<file path="src/rtl/sd_cmd_pkg.sv">
// Shared definitions for the SD command-line controller.
//   - sd_cmd_state_e : controller FSM encoding (IDLE, SEND, WAIT_RESP, RECV, DONE)
//   - FRAME_W        : command/response frame width, fixed at 48 bits
//   - CRC7_POLY      : CRC7 polynomial x^7 + x^3 + 1 (low 7 bits, x^7 implied)
//   - START_BIT / TX_BIT / END_BIT : fixed framing bits of a host command
package sd_cmd_pkg;

  typedef enum logic [2:0] {
    ST_IDLE      = 3'd0,
    ST_SEND      = 3'd1,
    ST_WAIT_RESP = 3'd2,
    ST_RECV      = 3'd3,
    ST_DONE      = 3'd4
  } sd_cmd_state_e;

  localparam int         FRAME_W   = 48;
  localparam logic [6:0] CRC7_POLY = 7'h09;
  localparam logic       START_BIT = 1'b0;
  localparam logic       TX_BIT    = 1'b1;
  localparam logic       END_BIT   = 1'b1;

endpackage

</file>
<file path="src/rtl/sd_crc7.sv">
// Combinational CRC7 (x^7 + x^3 + 1, initial value 0) over a 40-bit word,
// processed MSB first -- the first 40 bits of an SD CMD-line frame.
// Ports:
//   data : 40-bit input (frame bits [47:8])
//   crc  : 7-bit CRC result
module sd_crc7
  import sd_cmd_pkg::*;
(
  input  logic [39:0] data,
  output logic [6:0]  crc
);

  logic [6:0] acc;
  logic       fb;

  // Bit-serial LFSR unrolled across the 40 data bits.
  always_comb begin
    acc = 7'h00;
    fb  = 1'b0;
    for (int i = 39; i >= 0; i--) begin
      fb  = data[i] ^ acc[6];
      acc = {acc[5:0], 1'b0} ^ (fb ? CRC7_POLY : 7'h00);
    end
    crc = acc;
  end

endmodule

</file>
<file path="src/rtl/sd_cmd_controller.sv">
// SD CMD-line transaction sequencer (card-clock domain).
// Latches a command on start, builds the 48-bit frame with CRC7, hands it to
// the parallel-to-serial block, then optionally hunts for and deserializes
// the card's 48-bit response, flagging timeout / end-bit / index errors.
//
// Optional feature: define SD_CMD_RESP_CRC_CHECK_EN to recompute CRC7 over
// the received frame and report mismatches on crc_err (otherwise tied 0).
//
// Ports:
//   CLK, RESET            : card clock, async active-high reset
//   start                 : command request, honoured only in IDLE
//   cmd_index, cmd_arg    : command fields, latched on accepted start
//   resp_expected         : 1 = a 48-bit response follows the command
//   ser_frame, ser_start  : frame and send-level to the serializer
//   ser_finished          : serializer completion pulse
//   cmd_in                : CMD line from card (idles high)
//   busy, done            : activity level and one-cycle completion pulse
//   resp_index, resp_arg  : fields of the received response
//   timeout_err, end_err, index_err, crc_err : response error flags
//   state_dbg             : current FSM state for observation
//
// Serializer handshake: ser_start is a level that rises on entry to SEND and
// stays high with ser_frame stable until ser_finished is seen high on a clock
// edge; ser_start is low from the following cycle. ser_finished is only
// looked at while in SEND.
module sd_cmd_controller
  import sd_cmd_pkg::*;
#(
  parameter int RESP_TIMEOUT = 64
)
(
  input  logic               CLK,
  input  logic               RESET,
  input  logic               start,
  input  logic [5:0]         cmd_index,
  input  logic [31:0]        cmd_arg,
  input  logic               resp_expected,
  output logic [FRAME_W-1:0] ser_frame,
  output logic               ser_start,
  input  logic               ser_finished,
  input  logic               cmd_in,
  output logic               busy,
  output logic               done,
  output logic [5:0]         resp_index,
  output logic [31:0]        resp_arg,
  output logic               timeout_err,
  output logic               end_err,
  output logic               index_err,
  output logic               crc_err,
  output sd_cmd_state_e      state_dbg
);

  localparam int               CNT_W   = $clog2(RESP_TIMEOUT) + 1;
  localparam logic [CNT_W-1:0] TO_LAST = CNT_W'(RESP_TIMEOUT - 1);

  sd_cmd_state_e      state, state_next;
  logic [5:0]         idx_q;
  logic               resp_exp_q;
  logic               got_resp_q;
  logic [CNT_W-1:0]   wait_cnt;
  logic [5:0]         bit_cnt;
  logic [FRAME_W-1:0] resp_sr;
  logic [6:0]         tx_crc;

  // CRC is taken from the live inputs so the frame can be registered on the
  // same edge that accepts start.
  sd_crc7 u_tx_crc (
    .data ({START_BIT, TX_BIT, cmd_index, cmd_arg}),
    .crc  (tx_crc)
  );

  assign busy      = (state != ST_IDLE);
  assign ser_start = (state == ST_SEND);
  assign state_dbg = state;

  always_ff @(posedge CLK or posedge RESET) begin
    if (RESET) state <= ST_IDLE;
    else       state <= state_next;
  end

  always_comb begin
    state_next = state;
    case (state)
      ST_IDLE:      if (start) state_next = ST_SEND;
      ST_SEND:      if (ser_finished) state_next = resp_exp_q ? ST_WAIT_RESP : ST_DONE;
      // Start bit is tested first so it wins over a same-cycle timeout.
      ST_WAIT_RESP: if (!cmd_in) state_next = ST_RECV;
                    else if (wait_cnt == TO_LAST) state_next = ST_DONE;
      ST_RECV:      if (bit_cnt == 6'd0) state_next = ST_DONE;
      ST_DONE:      state_next = ST_IDLE;
      default:      state_next = ST_IDLE;
    endcase
  end

  // done is registered off the DONE state, so it (and the result fields
  // captured in DONE) appear together one cycle after DONE.
  always_ff @(posedge CLK or posedge RESET) begin
    if (RESET) begin
      ser_frame   <= '0;
      done        <= 1'b0;
      idx_q       <= '0;
      resp_exp_q  <= 1'b0;
      got_resp_q  <= 1'b0;
      wait_cnt    <= '0;
      bit_cnt     <= '0;
      resp_sr     <= '0;
      resp_index  <= '0;
      resp_arg    <= '0;
      timeout_err <= 1'b0;
      end_err     <= 1'b0;
      index_err   <= 1'b0;
    end else begin
      done <= (state == ST_DONE);
      case (state)
        ST_IDLE: begin
          if (start) begin
            idx_q       <= cmd_index;
            resp_exp_q  <= resp_expected;
            ser_frame   <= {START_BIT, TX_BIT, cmd_index, cmd_arg, tx_crc, END_BIT};
            got_resp_q  <= 1'b0;
            wait_cnt    <= '0;
            resp_index  <= '0;
            resp_arg    <= '0;
            timeout_err <= 1'b0;
            end_err     <= 1'b0;
            index_err   <= 1'b0;
          end
        end
        ST_WAIT_RESP: begin
          if (!cmd_in) begin
            // The start bit itself becomes frame bit 47 after 47 more shifts.
            got_resp_q <= 1'b1;
            resp_sr    <= '0;
            bit_cnt    <= 6'd46;
          end else if (wait_cnt == TO_LAST) begin
            timeout_err <= 1'b1;
          end else begin
            wait_cnt <= wait_cnt + 1'b1;
          end
        end
        ST_RECV: begin
          resp_sr <= {resp_sr[FRAME_W-2:0], cmd_in};
          bit_cnt <= bit_cnt - 1'b1;
        end
        ST_DONE: begin
          if (got_resp_q) begin
            resp_index <= resp_sr[45:40];
            resp_arg   <= resp_sr[39:8];
            end_err    <= ~resp_sr[0];
            index_err  <= (resp_sr[45:40] != idx_q);
          end
        end
        default: ;
      endcase
    end
  end

`ifdef SD_CMD_RESP_CRC_CHECK_EN
  logic [6:0] rx_crc;

  sd_crc7 u_rx_crc (
    .data (resp_sr[47:8]),
    .crc  (rx_crc)
  );

  always_ff @(posedge CLK or posedge RESET) begin
    if (RESET) begin
      crc_err <= 1'b0;
    end else if (state == ST_IDLE && start) begin
      crc_err <= 1'b0;
    end else if (state == ST_DONE && got_resp_q) begin
      crc_err <= (rx_crc != resp_sr[7:1]);
    end
  end
`else
  // Framing and CRC bits of the response are not inspected in this build.
  logic unused_resp_bits;
  assign unused_resp_bits = ^{resp_sr[47:46], resp_sr[7:1]};
  assign crc_err          = 1'b0;
`endif

endmodule

</file>
<file path="config.mk">
export PLATFORM = sky130hd
export DESIGN_NAME = sd_cmd_controller
export DESIGN_NICKNAME = d
export VERILOG_FILES = /design/src/rtl/sd_cmd_pkg.sv /design/src/rtl/sd_crc7.sv /design/src/rtl/sd_cmd_controller.sv
export SDC_FILE = /design/constraint.sdc
export NUM_CORES = 1
export LEC_CHECK = 0
export CAP_MARGIN = 20
export CORE_MARGIN = 3
export CORE_UTILIZATION = 50
export CTS_BUF_LIST = sky130_fd_sc_hd__clkbuf_2
export DETAILED_ROUTE_END_ITERATION = 10
export PLACE_DENSITY = 0.8
export REMOVE_ABC_BUFFERS = 1
export SYNTH_ARGS = -nofsm -noshare
export SYNTH_HDL_FRONTEND = slang
export SYNTH_SLANG_ARGS = --single-unit
</file>
<file path="constraint.sdc">
create_clock -name CLK -period 18.6 [get_ports CLK]
set_input_delay 5.58 -clock CLK [delete_from_list [all_inputs] [get_ports CLK]]
set_output_delay 5.58 -clock CLK [all_outputs]
set_load 0.01 [all_outputs]
</file>
# Word level (Yosys, flattened, before mapping)

Index checks and enable logic that the tools add are counted.

Output and inout bits: 96
Bits in registers: 159

Reductions and logical operators: 13
Mux-type cells: 69
$add $sub $neg: 2
Bitwise logic cells: 76
Eq/ne operators: 15

Operator list:

| cell                                                             | number |
|---|---|
| 7-bit bitwise XOR                                                | 36 |
| 4-bit 2-to-1 mux                                                 | 38 |
| 46-bit one-hot mux with 2 select lines                           | 1 |
| 32-bit 2-to-1 mux                                                | 2 |
| 32-bit one-hot mux with 2 select lines                           | 1 |
| 46-bit 2-to-1 mux                                                | 1 |
| 1-bit bitwise XOR                                                | 36 |
| 6-bit one-hot mux with 2 select lines                            | 2 |
| 7-bit 2-to-1 mux                                                 | 3 |
| 3-bit 2-to-1 mux                                                 | 6 |
| 6-bit 2-to-1 mux                                                 | 3 |
| 2-bit inequality test (second input constant)                    | 7 |
| 7-bit one-hot mux with 2 select lines                            | 1 |
| 3-bit one-hot mux with 4 select lines                            | 1 |
| 4-bit AND reduction                                              | 3 |
| 1-bit one-hot mux with 2 select lines                            | 4 |
| 7-bit by 1-bit adder with 7-bit output (second input constant)   | 1 |
| 7-bit by 6-bit == test with 1-bit output (second input constant) | 1 |
| 7-bit by 4-bit bitwise XOR with 7-bit output                     | 1 |
| 3-bit by 2-bit == test with 1-bit output (second input constant) | 2 |
| 6-bit zero test                                                  | 1 |
| 1-bit 2-to-1 mux                                                 | 6 |
| 6-bit inequality test                                            | 1 |
| 3-bit AND reduction                                              | 2 |
| other kinds (12)                                                 | 15 |

# Longest topological paths before layout

Depth after elaboration: 111
Depth in mapped cells: 9

# By module

A second synthesis with hierarchy kept.

Cell total of the unflattened synthesis: 542
Area total of the unflattened synthesis: 6840.3 um^2

Modules (own cells, without submodules):

| module            | times used | cells an instance | area each (um^2) |
|---|---|---|---|
| sd_cmd_controller | 1          | 475               | 5984.5 |
| sd_crc7           | 1          | 67                | 855.8 |

# Least setup slack after synthesis

No wires, ideal clock.

Path type: input port to flip-flop
Start: input port cmd_index[1]
End: register ser_frame[6]
Data arrival time: 7.522 ns
Required time: 18.531 ns
Path buffers: 0
Setup time: 0.069 ns
Slack: 11.009 ns
Cell stages on the path: 6
Path through: xnor3_1 -> xnor2_1 -> xnor3_2 -> xor3_1 -> or3_1 -> nand3_1

Word-level cells in the longest chain between the ends: 50
Elaborated cells between the ends (all ways): 68
Those cells by class: mux: 17; bitwise: 51

RTL lines:

| element                                                       | line                         | text |
|---|---|---|
| from (decl)                                                   | sd_cmd_controller.sv:35      | `input logic [5:0] cmd_index,` |
| 1-bit bitwise XOR (*)                                         | sd_crc7.sv:21                | `fb = data[i] ^ acc[6];` |
| 4-bit 2-to-1 mux (*)                                          | sd_crc7.sv:22                | `acc = {acc[5:0], 1'b0} ^ (fb ? CRC7_POLY : 7'h00);` |
| 7-bit bitwise XOR (*) (4 in a row)                            | sd_crc7.sv:22                |  |
| 1-bit bitwise XOR / 7-bit bitwise XOR (equally long branches) | sd_crc7.sv:21, sd_crc7.sv:22 |  |
| 4-bit 2-to-1 mux / 7-bit bitwise XOR (equally long branches)  | sd_crc7.sv:22                |  |
| 7-bit bitwise XOR (*) (4 in a row)                            | sd_crc7.sv:22                |  |
| 1-bit bitwise XOR / 7-bit bitwise XOR (equally long branches) | sd_crc7.sv:21, sd_crc7.sv:22 |  |
| 4-bit 2-to-1 mux / 7-bit bitwise XOR (equally long branches)  | sd_crc7.sv:22                |  |
| [18 not listed]                                               | n/a                          |  |
| 7-bit bitwise XOR (*) (4 in a row)                            | sd_crc7.sv:22                |  |
| 1-bit bitwise XOR / 7-bit bitwise XOR (equally long branches) | sd_crc7.sv:21, sd_crc7.sv:22 |  |
| 4-bit 2-to-1 mux / 7-bit bitwise XOR (equally long branches)  | sd_crc7.sv:22                |  |
| 7-bit bitwise XOR (*) (4 in a row)                            | sd_crc7.sv:22                |  |
| 1-bit bitwise XOR / 7-bit bitwise XOR (equally long branches) | sd_crc7.sv:21, sd_crc7.sv:22 |  |
| 4-bit 2-to-1 mux / 7-bit bitwise XOR (equally long branches)  | sd_crc7.sv:22                |  |
| 7-bit bitwise XOR (*) (5 in a row)                            | sd_crc7.sv:22                |  |
| 7-bit by 4-bit bitwise XOR with 7-bit output (*)              | sd_crc7.sv:22                |  |
| to (signal assigned)                                          | sd_cmd_controller.sv:119     | `ser_frame <= {START_BIT, TX_BIT, cmd_index, cmd_arg, tx_crc, END_BIT};` |
| to (decl)                                                     | sd_cmd_controller.sv:38      | `output logic [FRAME_W-1:0] ser_frame,` |

Mark *: on every way between the ends. The rest lies on a longest branch, timed or not.
A chain may end at the register's enable or synchronous reset.

# Final worst setup path

Start: register state[0], in the netlist state_dbg[0]
End: output port busy

Word-level cells in the longest chain between the ends: 1

RTL lines:

| element                | line                    | text |
|---|---|---|
| from (decl)            | sd_cmd_controller.sv:56 | `sd_cmd_state_e state, state_next;` |
| from (signal assigned) | sd_cmd_controller.sv:78 | `else state <= state_next;` |
| 3-bit nonzero test     | sd_cmd_controller.sv:72 | `assign busy = (state != ST_IDLE);` |
| to (decl)              | sd_cmd_controller.sv:42 | `output logic busy,` |

No other way between the ends.

==> summary.md <==
| Metric | Value |
|---|---|
| Yosys reg bits | roughly 150 |
| Die ar. | approximately 15000 um2 |
| Max cap viols | 0 |
| Overall Power | 0.001185 W |
| DRT Pass-1 Iters | 5 |
| Vias in the first global route | 5144 |
| CTS tree | yes |
| Clk_skew | 0.02580 ns |
| CTS Hold Buffers Added | 0 |
| Core area | between 10000 and 15000 um2 |
| Die Height | around 120 um |
| IO Pins | 140 |
| Vias | 5220 |
| LEAKAGE | 4.261 nW |
| Post-CTS Setup Bufs | 0 |
| CTS resizes | 0 |
| Slew @ Worst Pin | approximately 1 ns |
| Critical Path End Type | output port |
| CP Cell Sequence | nor3_1 -> inv_1 -> clkdlybuf4s50_1 |
| Crit path kind | flop to output port |
| Peak supply drop | 0.07642 mV |
| Clock-pin slew on the worst setup and hold paths | 0.22 ns |
| IO Port Bufs | 137 |
| Post-DP HPWL | 10850 um |
| Layout area overhead | 24.20% |
| EDFF count, synth | 0 |
| Critical Path AT | 2.23 ns |
| # clock sinks | 152 |
| Warnings from Yosys | 0 |
| Critical-path maximum fanout | 12 |
| Hold/Removal Path Class | flop to flop |
| RD Place Congestion | just over 0.9 |
| Slew HR | 32.82% |
| Initial antenna violation count | 0 |
| H-tree levels | 4 |
| Buf/Inv on CP | 2 |
| Slew Limit Fails | 0 |
| Initial Util | 51.54% |
| First-pass GRT wire length | 25290 um |
| Most frequent cells in the layout | 239 x nand2_1, 152 x dfrtp_1, 137 x clkdlybuf4s50_1, 54 x nand3_1, 32 x a22o_1 |
| Global Route Usage Sum | 21.29% |
| Status | completed |
| Fmax | 0.1281 GHz |
| Clock Tree Buf Depth | 2 |
| Commonest non-fill, non-tap cell in the layout | nand2_1 |
| CTS buffer count | 17 |
| Largest net degree at the start of global routing | 78 |
| Root buffer cell | clkbuf_2 |
| Vias per Instance | about 5.3 |
| Clk_lat worst skew | 0.70 ns |
| Startpoint types | flop |
| Worst EP required | 13.02 ns |
| ANT cells | 0 |
| Netlist cell types | 39 |
| Most used DFF post-synth | dfrtp_1 |
| NumNets Final | 845 |
| Period utilization | 41.96% |
| Chip Width | about 120 um |
| Antenna Nets Post-Route | 0 |
| Slowest-stage cell, CP | dfrtp_1 |
| RSZ-0062 raised after global routing | no |
| Setup total negative slack | 0 ns |
| Final setup fails | 0 |
| Max stage delay on crit path | about 0.55 ns |
| Grt ovf | 0 |
| DR iter-0 viols | 412 |
| Delay-heaviest family, CP | buffers and inverters |
| Register area share after synthesis | between 50% and 60% |
| Synth Instances | between 600 and 700 |
| Cell Rows | 42 |
| Syn Area/Cell | between 10 and 15 um2 |
| # fillers | 1061 |
| Final Hold Viols | 0 |
| Post-synth ARST share | 100.0% |
| Power Dens Cells | 138.1 nW/um2 |
| Cell Area, Synth | between 6000 and 7000 um2 |
| Min Clock Period, post-route | 7.805 ns |
| WL final | 15690 um |
| Post-DR wirelength/cell | 15.91 um |
| DRC viols | 0 |
| Share of layout cells above drive strength 1 | 6.173% |
==> cell type report <==
type,count,area [um2],area share [%]
repair buffers,144,1424,16.60
inverters,7,31.28,0.3646
flip-flops and latches,152,3804,44.34
multi-input cells,476,2930,34.16
clock inverters,14,83.83,0.9772
clock buffers,17,85.08,0.9918
well taps,176,220.2,2.567
==> kinds of logic (layout without fill, tap and decap cells) <==
kind of cell               Yosys count  in the layout  share of synthesized area [%]
adders and majority gates            3              3                         0.5435
buffers and inverters               47            182                          2.717
other                                1              2                        0.05430
muxes                                3              3                         0.4529
AOI/OAI and AO/OA                   58             58                          6.087
DFF                                152            152                          55.07
xor gates and xnor gates            75             75                          14.89
and+or+nand+nor                    335            335                          20.18
==> worst min-delay path, cell delays in order, from the launching register on <==
cell and delay, ns:
dfrtp_1 0.39, nand2_1 0.05, nand2_1 0.05
==> registers in the layout, summed over array words and instances (netlist names) <==
signal	count
state_dbg	3
done	1
index_err	1
timeout_err	1
resp_arg	32
resp_index	6
resp_sr	46
wait_cnt	7
got_resp_q	1
ser_frame	41
end_err	1
resp_exp_q	1
idx_q	5
bit_cnt	6
==> per-layer routing <==
metal	vias to the layer above	GRT usage, %	share of wire (%)
met4	0	6.782	1.5
met1	2586	27.64	43
met3	19	6.999	7.3
li1	2455	-	-
met2	160	34.08	48
met5	-	0	0
==> power breakdown <==
part           switching (W)  total [W]  internal, W
Sequential         0.0000827   0.000518     0.000435
Combinational       0.000254   0.000519     0.000265
Clock               0.000116   0.000148    0.0000325
Total               0.000453    0.00118     0.000732
==> worst paths after layout <==
| check | from | end | slack (ns) | cells after the start |
|---|---|---|---|---|
| max in group asynchronous | RESET | resp_arg[18] | 11.82 | 3 |
| setup reg to reg | state_dbg[0] | wait_cnt[6] | 16.07 | 7 |
| min in group asynchronous | RESET | ser_frame[20] | 5.32 | 2 |
| hold reg to reg | resp_sr[2] | resp_sr[3] | 0.49 | 2 |
| hold / removal | resp_sr[2] | resp_sr[3] | 0.49 | 2 |
| setup / recovery | state_dbg[0] | busy | 10.79 | 3 |
==> synth_stat cells, drive strengths merged, types with 2 or more instances <==
cell type | number | area [um2]
a22o | 32 | 280.3
xnor3 | 17 | 394.1
ha | 3 | 37.54
and2 | 4 | 25.02
dfrtp | 152 | 3804
nand2 | 240 | 900.9
nor3b | 4 | 30.03
xor2 | 20 | 182.7
or3 | 2 | 12.51
clkbuf | 29 | 108.9
xnor2 | 31 | 279.0
nor2 | 15 | 56.30
mux2i | 2 | 20.02
and3 | 4 | 25.02
nor3 | 3 | 15.01
a21oi | 5 | 25.02
nor2b | 2 | 12.51
nand2b | 3 | 18.77
nand3 | 54 | 270.3
o21ai | 18 | 90.09
xor3 | 7 | 172.7
buf | 11 | 52.55
inv | 7 | 26.28
==> metrics by stage <==
stage	cells	util, %	worst slack (ns)	hold slack, ns	instance area, um2
after CTS	986	64.01	10.73	0.4880	8578
after global routing	986	64.01	10.59	0.5164	8578
after floorplan	635	-	8.927	0.4384	6749
after global placement	955	62.75	10.31	0.4484	8409
final	986	64.01	10.79	0.4870	8578
after detailed placement	955	62.75	10.18	0.4545	8409
No activity file was read; power rests on OpenSTA's default activity.
